## config.mk

```make
export PLATFORM = sky130hd
export DESIGN_NAME = byte_fifo_stage
export DESIGN_NICKNAME = d
export VERILOG_FILES = /design/src/rtl/byte_fifo_stage_pkg.sv /design/src/rtl/byte_fifo_stage_mem.sv /design/src/rtl/byte_fifo_stage.sv
export SDC_FILE = /design/constraint.sdc
export NUM_CORES = 1
export LEC_CHECK = 0
export ABC_AREA = 0
export BUFFER_PORTS_ARGS = -buffer_cell sky130_fd_sc_hd__buf_2
export CORE_MARGIN = 2
export CORE_UTILIZATION = 45
export DETAILED_ROUTE_END_ITERATION = 7
export SETUP_SLACK_MARGIN = 0.15
export SYNTH_ARGS = -nofsm -noshare
export SYNTH_HDL_FRONTEND = slang
export SYNTH_SLANG_ARGS = --single-unit
```

## constraint.sdc

```tcl
create_clock -name clk -period 4.45 [get_ports clk]
set_input_delay 0.89 -clock clk [delete_from_list [all_inputs] [get_ports clk]]
set_output_delay 0.89 -clock clk [all_outputs]
set_load 0.05 [all_outputs]
```

## src/rtl/byte_fifo_stage_pkg.sv

```systemverilog
// Shared types and helpers for the byte FIFO stage.
// Optional debug occupancy port is enabled by defining BYTE_FIFO_STAGE_LEVEL_EN.
package byte_fifo_stage_pkg;

    localparam int unsigned DATA_W = 8;

    typedef logic [7:0] byte_t;

    // Pointer width for a power-of-two entry count.
    function automatic int ptr_w(int depth);
        return $clog2(depth);
    endfunction

endpackage

```

## src/rtl/byte_fifo_stage_mem.sv

```systemverilog
// DEPTH x 8 register array: cleared on reset, one write port, one combinational read port.
module byte_fifo_stage_mem
    import byte_fifo_stage_pkg::*;
#(
    parameter int unsigned DEPTH = 4,
    parameter int unsigned AW    = 2
) (
    input  logic          clk,
    input  logic          rst_n,
    input  logic          wr_en,
    input  logic [AW-1:0] wr_addr,
    input  byte_t         wr_data,
    input  logic [AW-1:0] rd_addr,
    output byte_t         rd_data_c
);

    byte_t mem_q [DEPTH];
    byte_t mem_d [DEPTH];

    always_comb begin
        mem_d = mem_q;
        if (wr_en) begin
            mem_d[wr_addr] = wr_data;
        end
    end

    always_ff @(posedge clk or negedge rst_n) begin
        if (!rst_n) begin
            for (int i = 0; i < int'(DEPTH); i++) begin
                mem_q[i] <= 8'h00;
            end
        end else begin
            mem_q <= mem_d;
        end
    end

    assign rd_data_c = mem_q[rd_addr];

endmodule

```

## src/rtl/byte_fifo_stage.sv

```systemverilog
// First-word-fall-through byte FIFO feeding the capture register stage.
// Define BYTE_FIFO_STAGE_LEVEL_EN to expose the registered occupancy on `level`.
module byte_fifo_stage
    import byte_fifo_stage_pkg::*;
#(
    parameter  int unsigned DEPTH = 4,
    localparam int unsigned PTR_W = unsigned'(ptr_w(int'(DEPTH))),
    localparam int unsigned CNT_W = PTR_W + 1
) (
    input  logic             clk,
    input  logic             rst_n,
    input  logic             in_valid,
    output logic             in_ready,
    input  byte_t            in_data,
    output logic             out_valid,
    input  logic             out_ready,
    output byte_t            out_data
`ifdef BYTE_FIFO_STAGE_LEVEL_EN
    ,
    output logic [CNT_W-1:0] level
`endif
);

    logic [PTR_W-1:0] wr_ptr_q, wr_ptr_d;
    logic [PTR_W-1:0] rd_ptr_q, rd_ptr_d;
    logic [CNT_W-1:0] count_q,  count_d;
    logic             push_c, pop_c;
    byte_t            rd_data_c;

    // Handshake flags decode from registered count only.
    assign in_ready  = (count_q != CNT_W'(DEPTH));
    assign out_valid = (count_q != '0);
    assign push_c    = in_valid && in_ready;
    assign pop_c     = out_valid && out_ready;

    always_comb begin
        wr_ptr_d = wr_ptr_q;
        rd_ptr_d = rd_ptr_q;
        count_d  = count_q;
        if (push_c) begin
            wr_ptr_d = wr_ptr_q + PTR_W'(1);
        end
        if (pop_c) begin
            rd_ptr_d = rd_ptr_q + PTR_W'(1);
        end
        unique case ({push_c, pop_c})
            2'b10:   count_d = count_q + CNT_W'(1);
            2'b01:   count_d = count_q - CNT_W'(1);
            default: count_d = count_q;
        endcase
    end

    always_ff @(posedge clk or negedge rst_n) begin
        if (!rst_n) begin
            wr_ptr_q <= '0;
            rd_ptr_q <= '0;
            count_q  <= '0;
        end else begin
            wr_ptr_q <= wr_ptr_d;
            rd_ptr_q <= rd_ptr_d;
            count_q  <= count_d;
        end
    end

    byte_fifo_stage_mem #(
        .DEPTH (DEPTH),
        .AW    (PTR_W)
    ) u_mem (
        .clk       (clk),
        .rst_n     (rst_n),
        .wr_en     (push_c),
        .wr_addr   (wr_ptr_q),
        .wr_data   (in_data),
        .rd_addr   (rd_ptr_q),
        .rd_data_c (rd_data_c)
    );

    // Never expose stale array contents while empty.
    assign out_data = out_valid ? rd_data_c : 8'h00;

`ifdef BYTE_FIFO_STAGE_LEVEL_EN
    assign level = count_q;
`endif

endmodule

```

==> results of run 1 <==
-- synthesized netlist by cell type (all sizes together), types with 2 or more instances --
master and instances:
and2 9, and3 4, buf 6, clkbuf 2
dfrtp 39, ha 5, inv 5, mux2 33
mux4 8, xnor2 3, xor2 3
-- cell families after synthesis --
group / count (synthesis) / synth area share
adders and majority gates: 6 / 0.0411
buffers and inverters: 13 / 0.0436
and+or+nand+nor: 18 / 0.0647
xor gates and xnor gates: 6 / 0.0261
muxes: 42 / 0.339
DFF: 39 / 0.485
-- worst min-delay path by stage --
stage	from	endpoint	slack (ns)
after floorplan	count_q[2]	count_q[2]	0.45
after global placement	count_q[2]	count_q[2]	0.47
after detailed placement	count_q[2]	count_q[2]	0.47
after CTS	count_q[2]	count_q[2]	0.48
after global routing	u_mem.mem_q[7]	u_mem.mem_q[7]	0.53
final	count_q[2]	count_q[2]	0.47
-- sequential cells by signal, summed over array words and instances, names as in the netlist --
signal / cells
rd_ptr_q: 2
u_mem.mem_q: 32
wr_ptr_q: 2
count_q: 3
-- stage by stage --
stage	cells	setup slack, ns	utilization
floorplan	124	1.94	-
global placement	189	1.88	0.488
detailed placement	189	1.86	0.488
CTS	197	1.54	0.508
global route	197	1.46	0.508
finish	197	1.59	0.508
-- layout make-up --
type | instances | area (µm²)
fillers | 391 | 2130
flip-flops and latches | 39 | 976
multi-input cells | 72 | 947
repair buffers | 21 | 105
clock buffers | 5 | 68.8
well taps | 52 | 65.1
inverters | 5 | 18.8
clock inverters | 3 | 15.0
-- metal layers --
metal	vias to the layer above	global-route usage	share of wire
met3	5	0.0413	0.036
li1	468	-	-
met5	-	0	0
met2	17	0.250	0.47
met1	514	0.218	0.48
met4	0	0.0566	0.014
==> flow_metrics.env, run 1 <==
export IMPL_period_share=0.644
export IMPL_min_path_cells=1
export IMPL_async_reset_ff_frac=1.00
export IMPL_start_util=0.465
export IMPL_gp_congestion=0.671
export IMPL_clk_pin_slew_ns=0.07
export IMPL_via_count=1004
export IMPL_critPathMaxStageDelay_ns=0.74
export IMPL_critPathArrivalTime_ns=1.97
export IMPL_yosysSeqAreaShare=0.485
export IMPL_core_area_um2=4320
export IMPL_post_synth_top_area_cell="dfrtp_1"
export IMPL_ys_flop_type="dfrtp_1"
export IMPL_regToRegStartpoint="count_q[1]"
export IMPL_crit_path_start_kind="flop"
export IMPL_grt_pass1_vias=1157
export IMPL_postRouteAntennaNets=0
export IMPL_grt_usage=0.160
export IMPL_drc=0
export IMPL_final_common_cell="dfrtp_1"
export IMPL_synth_area_per_cell_um2=16.2
export IMPL_grt_antenna_before_repair=0
export IMPL_clk_path_buf_depth=2
export IMPL_post_cts_buffers=0
export IMPL_grt_max_degree=40
export IMPL_critPathKind="reg -> out"
export IMPL_num_antenna_cells=0
export IMPL_end_kind="output pin"
export IMPL_cp_depth=3
export IMPL_syn_area_um2=2010
export IMPL_setup_worst_path_end="out_data[7]"
export IMPL_hold_violations=0
export IMPL_drt_iter0_drc=32
export IMPL_maxSlewViolCount=0
export IMPL_critPathTopFamily="flip-flops"
export IMPL_post_route_cell_area_um2=2200
export IMPL_period_needed_ns=2.86
export IMPL_wl_per_cell_um=17.6
export IMPL_ys_ff_latch=39
export IMPL_finalSetupViolCount=0
export IMPL_path_cells="mux4_2, and2_1, buf_2"
export IMPL_synthCells=124
export IMPL_reg2reg_depth=8
export IMPL_clockRootBuffer="clkbuf_8"
export IMPL_fp_dieArea_um2=5020
export IMPL_io_pins=22
export IMPL_yosysUniqueCellTypes=20
export IMPL_hold_path_class="reg -> reg"
export IMPL_rsz0062_at_grt="false"
export IMPL_drt_pass1_iter_count=3
export IMPL_worstSkewPairLatency_ns=0.29
export IMPL_vias_per_cell=5.10
export IMPL_cts_buffers=5
export IMPL_cts_tree="built"
export IMPL_dpl_cell_area_um2=2110
export IMPL_postCtsHoldBufs=0
export IMPL_htreeDepth=2
export IMPL_ctsResizeCount=0
export IMPL_cp_max_fo=10
export IMPL_hold_ws_ns=0.475
export IMPL_syn_nets=142
export IMPL_grt_pass1_wl_um=6050
export IMPL_status="complete, no violations"
export IMPL_skew_ns=0.00808
export IMPL_crit_required_ns=3.56
export IMPL_cpMaxStageDelayCell="dfrtp_1"
export IMPL_startpoint="rd_ptr_q[0]"
export IMPL_grt_remaining_overflow=0
export IMPL_synth_edf_count=0
export IMPL_hpwl_um=2260
export IMPL_synth_area_leaders="dfrtp_1 (49%), mux2_4 (24%), mux4_2 (9.0%)"
export IMPL_drv_cap=0
export IMPL_areaGrowthSynthToFinish_pct=9.21
export IMPL_synthDominantCellAreaShare=0.485
export IMPL_crit_buf_inv=1
export IMPL_rows=24
export IMPL_rr_endpoint="count_q[2]"
export IMPL_die_h_um=70.8
export IMPL_portBuffers=21
export IMPL_drive_gt1_frac=0.517
export IMPL_cts_sinks=39
export IMPL_mostFrequentLayoutCells="dfrtp_1 (39), mux2_4 (32), buf_2 (21)"
export IMPL_fmaxAchievable_mhz=349
export IMPL_yosysWarnings=0
export IMPL_tightest_slew_ns=0.884
export IMPL_max_slew_margin=0.411
export IMPL_drt_wl_total_um=3460
export IMPL_fp_dieW_um=70.8
export IMPL_setup_tns_final_ns=0
export IMPL_fin_nets=162
export IMPL_reg2reg_slack_ns=2.26
Power of run 1 is left out: the tool's default activity adds up to more than one toggle a clock period on the data nets, which glitch-free logic cannot reach.
==> run 2: changes to the inputs <==
--- a/config.mk
+++ b/config.mk
@@ -10,6 +10,7 @@
 export CORE_MARGIN = 2
 export CORE_UTILIZATION = 45
 export DETAILED_ROUTE_END_ITERATION = 7
+export PLACE_DENSITY = 0.66
 export SETUP_SLACK_MARGIN = 0.15
 export SYNTH_ARGS = -nofsm -noshare
 export SYNTH_HDL_FRONTEND = slang
==> constraint.sdc (replaced) <==
create_clock -name clk -period 2.4 [get_ports clk]
set_input_delay 0.48 -clock clk [delete_from_list [all_inputs] [get_ports clk]]
set_output_delay 0.48 -clock clk [all_outputs]
set_load 0.05 [all_outputs]
==> run 2 against run 1 <==
Non-clock buffer count grew 3. Via count grew 5.3%. Flip-flop and latch count is the same. Sequential share of layout area shrank 1.2 points. Register-to-register slack lost 2.0 ns. Clock skew grew 0.00077 ns. Utilization grew 1.4 points. Highest routed layer unchanged. Worst setup slack lost 1.4 ns. Wire length grew 1.4%.
==> flow_metrics.env, run 2 (synthesis gave the netlist of run 1 again) <==
export IMPL_status="complete, no violations"
export IMPL_critPathMaxStageDelay_ns=0.48
export IMPL_path_cells="or3_2, buf_4, and2_1, buf_2"
export IMPL_drt_iter0_drc=71
export IMPL_drv_cap=0
export IMPL_post_cts_buffers=0
export IMPL_period_needed_ns=2.19
export IMPL_grt_pass1_vias=1173
export IMPL_vias_per_cell=5.29
export IMPL_finalSetupViolCount=0
export IMPL_maxSlewViolCount=0
export IMPL_reg2reg_slack_ns=0.30
export IMPL_skew_ns=0.00885
export IMPL_portBuffers=21
export IMPL_crit_path_start_kind="flop"
export IMPL_fin_nets=165
export IMPL_io_pins=22
export IMPL_drive_gt1_frac=0.534
export IMPL_cts_tree="built"
export IMPL_post_route_cell_area_um2=2250
export IMPL_postRouteAntennaNets=0
export IMPL_areaGrowthSynthToFinish_pct=12.1
export IMPL_max_slew_margin=0.432
export IMPL_regToRegStartpoint="count_q[0]"
export IMPL_setup_tns_final_ns=0
export IMPL_end_kind="output pin"
export IMPL_grt_max_degree=40
export IMPL_rr_endpoint="count_q[2]"
export IMPL_drc=0
export IMPL_start_util=0.465
export IMPL_rows=24
export IMPL_clk_pin_slew_ns=0.08
export IMPL_reg2reg_depth=8
export IMPL_nFillCells=383
export IMPL_dpl_cell_area_um2=2130
export IMPL_cp_max_fo=10
export IMPL_postCtsHoldBufs=0
export IMPL_fp_dieW_um=70.8
export IMPL_fmaxAchievable_mhz=457
export IMPL_largest_reg_flops=32
export IMPL_critPathKind="reg -> out"
export IMPL_worstSkewPairLatency_ns=0.30
export IMPL_tightest_slew_ns=0.853
export IMPL_hpwl_um=2400
export IMPL_critPathTopFamily="simple AND/OR/NAND/NOR gates"
export IMPL_cts_buffers=5
export IMPL_num_antenna_cells=0
export IMPL_grt_pass1_wl_um=5950
export IMPL_dpl_cell_count=192
export IMPL_clk_path_buf_depth=2
export IMPL_critPathArrivalTime_ns=1.71
export IMPL_rsz0062_at_grt="true"
export IMPL_via_count=1057
export IMPL_top_register="u_mem.mem_q"
export IMPL_hold_path_class="in -> async"
export IMPL_wl_per_cell_um=17.5
export IMPL_clockRootBuffer="clkbuf_8"
export IMPL_drt_wl_total_um=3510
export IMPL_cpMaxStageDelayCell="or3_2"
export IMPL_drt_pass1_iter_count=4
export IMPL_period_share=0.912
export IMPL_hold_violations=0
export IMPL_grt_remaining_overflow=0
export IMPL_cts_sinks=39
export IMPL_crit_buf_inv=2
export IMPL_grt_antenna_before_repair=0
export IMPL_die_h_um=70.8
export IMPL_crit_required_ns=1.92
export IMPL_core_area_um2=4320
export IMPL_mostFrequentLayoutCells="dfrtp_1 (39), mux2_4 (32), buf_2 (21)"
export IMPL_final_common_cell="dfrtp_1"
export IMPL_reg_top3="u_mem.mem_q x32, count_q x3"
export IMPL_gp_congestion=0.678
export IMPL_grt_usage=0.160
export IMPL_instances_no_fill=200
export IMPL_htreeDepth=2
export IMPL_fp_dieArea_um2=5020
## run 2: cell count changes in the layout (fill, tap and decap cells not counted), sizes merged
cell    change
buf         +3
bufinv      +1
clkbuf      +1
clkinv      -2
## run 2: cell type report
| cell class | instances | area (µm²) | share of cell area |
|---|---|---|---|
| clock buffers | 6 | 82.6 | 0.0366 |
| repair buffers | 24 | 128 | 0.0566 |
| well taps | 52 | 65.1 | 0.0289 |
| multi-input cells | 72 | 950 | 0.421 |
| flip-flops and latches | 39 | 976 | 0.433 |
| inverters | 5 | 18.8 | 0.00832 |
| clock inverters | 2 | 35.0 | 0.0155 |
## run 2: worst max-delay path by stage
stage	from	end	slack [ns]	cells past startpoint
detailed placement	count_q[0]	count_q[2]	0.24	8
global route	rd_ptr_q[0]	out_data[2]	0.14	4
CTS	rd_ptr_q[0]	out_data[2]	0.20	4
floorplan	count_q[0]	out_data[0]	0.30	3
global placement	count_q[0]	count_q[2]	0.31	8
finish	count_q[1]	out_data[2]	0.21	4
## run 2: metal layers
layer,vias up,track usage,wire length (µm)
met5,-,0,0
met4,0,0.0566,65
met3,7,0.0655,160
met2,17,0.246,1660
met1,556,0.206,1620
li1,477,-,-
## run 2: what timing repair did
item                                   4_1_cts  5_1_grt
endpoints found under the hold margin        0        0
gates resized for setup                      0        1
setup endpoints to repair                    0        2
## run 2: per-stage QoR
stage / hold WS, ns / util / worst slack, ns
floorplan: 0.184 / - / 0.296
global placement: 0.463 / 0.494 / 0.314
detailed placement: 0.484 / 0.494 / 0.242
CTS: 0.314 / 0.521 / 0.201
global route: 0.350 / 0.521 / 0.143
finish: 0.286 / 0.521 / 0.212
## run 2: worst reg2reg max path, stage by stage (launching register included)
cell,delay [ns]
dfrtp_1,0.41
or3b_4,0.42
nand2_1,0.15
ha_1,0.21
inv_1,0.06
fa_1,0.37
xor2_1,0.15
nor2_1,0.12
xor2_1,0.15
Power of run 2 is left out for the same reason.
==> run 3: changes to the inputs <==
--- a/config.mk
+++ b/config.mk
@@ -5,7 +5,7 @@
 export SDC_FILE = /design/constraint.sdc
 export NUM_CORES = 1
 export LEC_CHECK = 0
-export ABC_AREA = 0
+export ABC_AREA = 1
 export BUFFER_PORTS_ARGS = -buffer_cell sky130_fd_sc_hd__buf_2
 export CORE_MARGIN = 2
 export CORE_UTILIZATION = 45
==> run 3 against run 2 <==
Sequential share of layout area shrank 3.7 points. Flip-flop and latch count did not move. Wire length grew 47%. Worst setup slack improved by 0.061 ns. Synthesized cell count rose by 130%. Synthesized area up 12%. Critical path type unchanged.
==> flow_metrics.env, run 3 <==
export IMPL_gp_congestion=0.805
export IMPL_finalSetupViolCount=0
export IMPL_status="complete, no violations"
export IMPL_grt_usage=0.206
export IMPL_die_h_um=74.6
export IMPL_ys_ff_latch=39
export IMPL_io_pins=22
export IMPL_grt_pass1_wl_um=8400
export IMPL_fp_dieArea_um2=5570
export IMPL_syn_nets=304
export IMPL_nFillCells=483
export IMPL_hpwl_um=3870
export IMPL_mostFrequentLayoutCells="nand2_1 (110), inv_1 (41), dfrtp_1 (39)"
export IMPL_cts_buffers=5
export IMPL_grt_max_degree=40
export IMPL_fmaxAchievable_mhz=470
export IMPL_post_cts_buffers=0
export IMPL_reg2reg_slack_ns=0.58
export IMPL_vdd_drop_max_v=0.000742
export IMPL_maxSlewViolCount=0
export IMPL_async_reset_ff_frac=1.00
export IMPL_yosysWarnings=0
export IMPL_synth_area_per_cell_um2=7.85
export IMPL_period_share=0.886
export IMPL_cp_max_fo=17
export IMPL_grt_pass1_vias=1670
export IMPL_rows=25
export IMPL_setup_tns_final_ns=0
export IMPL_post_synth_top_area_cell="dfrtp_1"
export IMPL_rr_endpoint="count_q[2]"
export IMPL_cts_tree="built"
export IMPL_synth_area_leaders="dfrtp_1 (43%), nand2_1 (18%), nand4_1 (9.2%)"
export IMPL_postCtsHoldBufs=0
export IMPL_synthCells=286
export IMPL_skew_ns=0.00793
export IMPL_crit_required_ns=1.92
export IMPL_rsz0062_at_grt="false"
export IMPL_fp_dieW_um=74.6
export IMPL_reg2reg_depth=11
export IMPL_period_needed_ns=2.13
export IMPL_tightest_slew_ns=0.409
export IMPL_fin_nets=323
export IMPL_wl_per_cell_um=13.8
export IMPL_drc=0
export IMPL_worstSkewPairLatency_ns=0.30
export IMPL_vias_per_cell=4.94
export IMPL_final_common_cell="nand2_1"
export IMPL_areaGrowthSynthToFinish_pct=9.75
export IMPL_hold_violations=0
export IMPL_yosysSeqAreaShare=0.435
export IMPL_utilization=0.518
export IMPL_critPathKind="reg -> out"
export IMPL_critPathArrivalTime_ns=1.65
export IMPL_regToRegStartpoint="count_q[2]"
export IMPL_drt_wl_total_um=5140
export IMPL_clockRootBuffer="clkbuf_8"
export IMPL_max_slew_margin=0.728
export IMPL_core_area_um2=4750
export IMPL_syn_area_um2=2240
export IMPL_clk_pin_slew_ns=0.08
export IMPL_portBuffers=21
export IMPL_power_density_nw_per_um2=1590
export IMPL_cpMaxStageDelayCell="dfrtp_1"
export IMPL_end_kind="output pin"
export IMPL_crit_path_start_kind="flop"
export IMPL_yosysUniqueCellTypes=20
export IMPL_drt_pass1_iter_count=4
export IMPL_cts_sinks=39
export IMPL_hold_path_class="in -> async"
export IMPL_reg_top3="u_mem.mem_q x32, count_q x3"
export IMPL_drv_cap=0
export IMPL_postRouteAntennaNets=0
export IMPL_synth_most_common_cell="nand2_1"
export IMPL_synthDominantCellAreaShare=0.435
export IMPL_grt_remaining_overflow=0
export IMPL_clk_path_buf_depth=2
export IMPL_ys_flop_type="dfrtp_1"
export IMPL_ctsResizeCount=0
export IMPL_critPathMaxStageDelay_ns=0.38
export IMPL_start_util=0.472
export IMPL_largest_reg_flops=32
export IMPL_drt_iter0_drc=176
export IMPL_synth_edf_count=0
export IMPL_grt_antenna_before_repair=0
export IMPL_path_cells="buf_4, inv_4, nand2_1, nand3_1, a21oi_1, buf_2"
export IMPL_synth_common_cells="nand2_1 (110), inv_1 (41), dfrtp_1 (39)"
export IMPL_htreeDepth=2
export IMPL_drive_gt1_frac=0.144
export IMPL_num_antenna_cells=0
export IMPL_via_count=1844
export IMPL_p_leak_nw=1.36
export IMPL_top_register="u_mem.mem_q"
[run 3: worst max-delay path by stage]
stage                     start          end  slack [ns]  cells past startpoint
detailed placement   count_q[2]   count_q[2]        0.56                     11
finish              rd_ptr_q[0]  out_data[1]        0.27                      6
global route        rd_ptr_q[0]  out_data[0]        0.18                      6
CTS                 rd_ptr_q[0]  out_data[1]        0.26                      6
floorplan            count_q[2]  out_data[0]        0.25                      4
global placement     count_q[2]   count_q[2]        0.58                     11
[run 3: metal layers]
metal / global-route usage / vias up / part of all wire
met4: 0.0655 / 0 / 0.014
met5: 0 / - / 0
li1: - / 951 / -
met3: 0.0469 / 7 / 0.055
met2: 0.290 / 47 / 0.44
met1: 0.315 / 839 / 0.49
[run 3: cells by family (layout without fill, tap and decap cells)]
kind of cell | Yosys count | after routing | share of synthesized area
AND/OR/NAND/NOR | 169 | 169 | 0.352
XOR/XNOR | 2 | 2 | 0.00781
adder cells (fa/ha/maj) | 6 | 6 | 0.0368
flip-flops | 39 | 39 | 0.435
buffers and inverters | 60 | 80 | 0.147
AO/OA/AOI/OAI | 10 | 10 | 0.0223
[run 3: worst max-delay path, delay by kind of cell, from the launching register on]
kind | cells | cell delay (ns)
flops | 1 | 0.38
simple gates | 2 | 0.14
buf+inv | 3 | 0.63
compound gates | 1 | 0.19
[run 3: final cells by class]
type                       instances  area, µm²  area share
tap                               67       83.8      0.0340
clock inverter                     3       67.6      0.0274
multi-input combinational        187        940       0.381
clock buffer                       5       68.8      0.0279
inverter                          44        168      0.0681
timing repair buffer              28        160      0.0650
sequential                        39        976       0.396
[run 3: power breakdown]
group / total (mW) / switching, mW / leakage, nW / internal [mW]
Sequential: 1.18 / 0.210 / 0.486 / 0.966
Clock: 0.650 / 0.236 / 0.0644 / 0.415
Combinational: 2.10 / 1.49 / 0.806 / 0.609
Total: 3.92 / 1.93 / 1.36 / 1.99
[run 3: through the flow]
step	instance area [µm²]	worst slack, ns	power (mW)	hold WS [ns]	cells
floorplan	2240	0.255	2.90	0.184	286
global placement	2320	0.582	3.26	0.395	365
CTS	2460	0.263	3.94	0.0743	373
finish	2460	0.273	3.92	0.0709	373
detailed placement	2320	0.564	3.27	0.394	365
global route	2460	0.182	4.24	0.0861	373
Note: power is estimated with default switching activity, not from simulation.
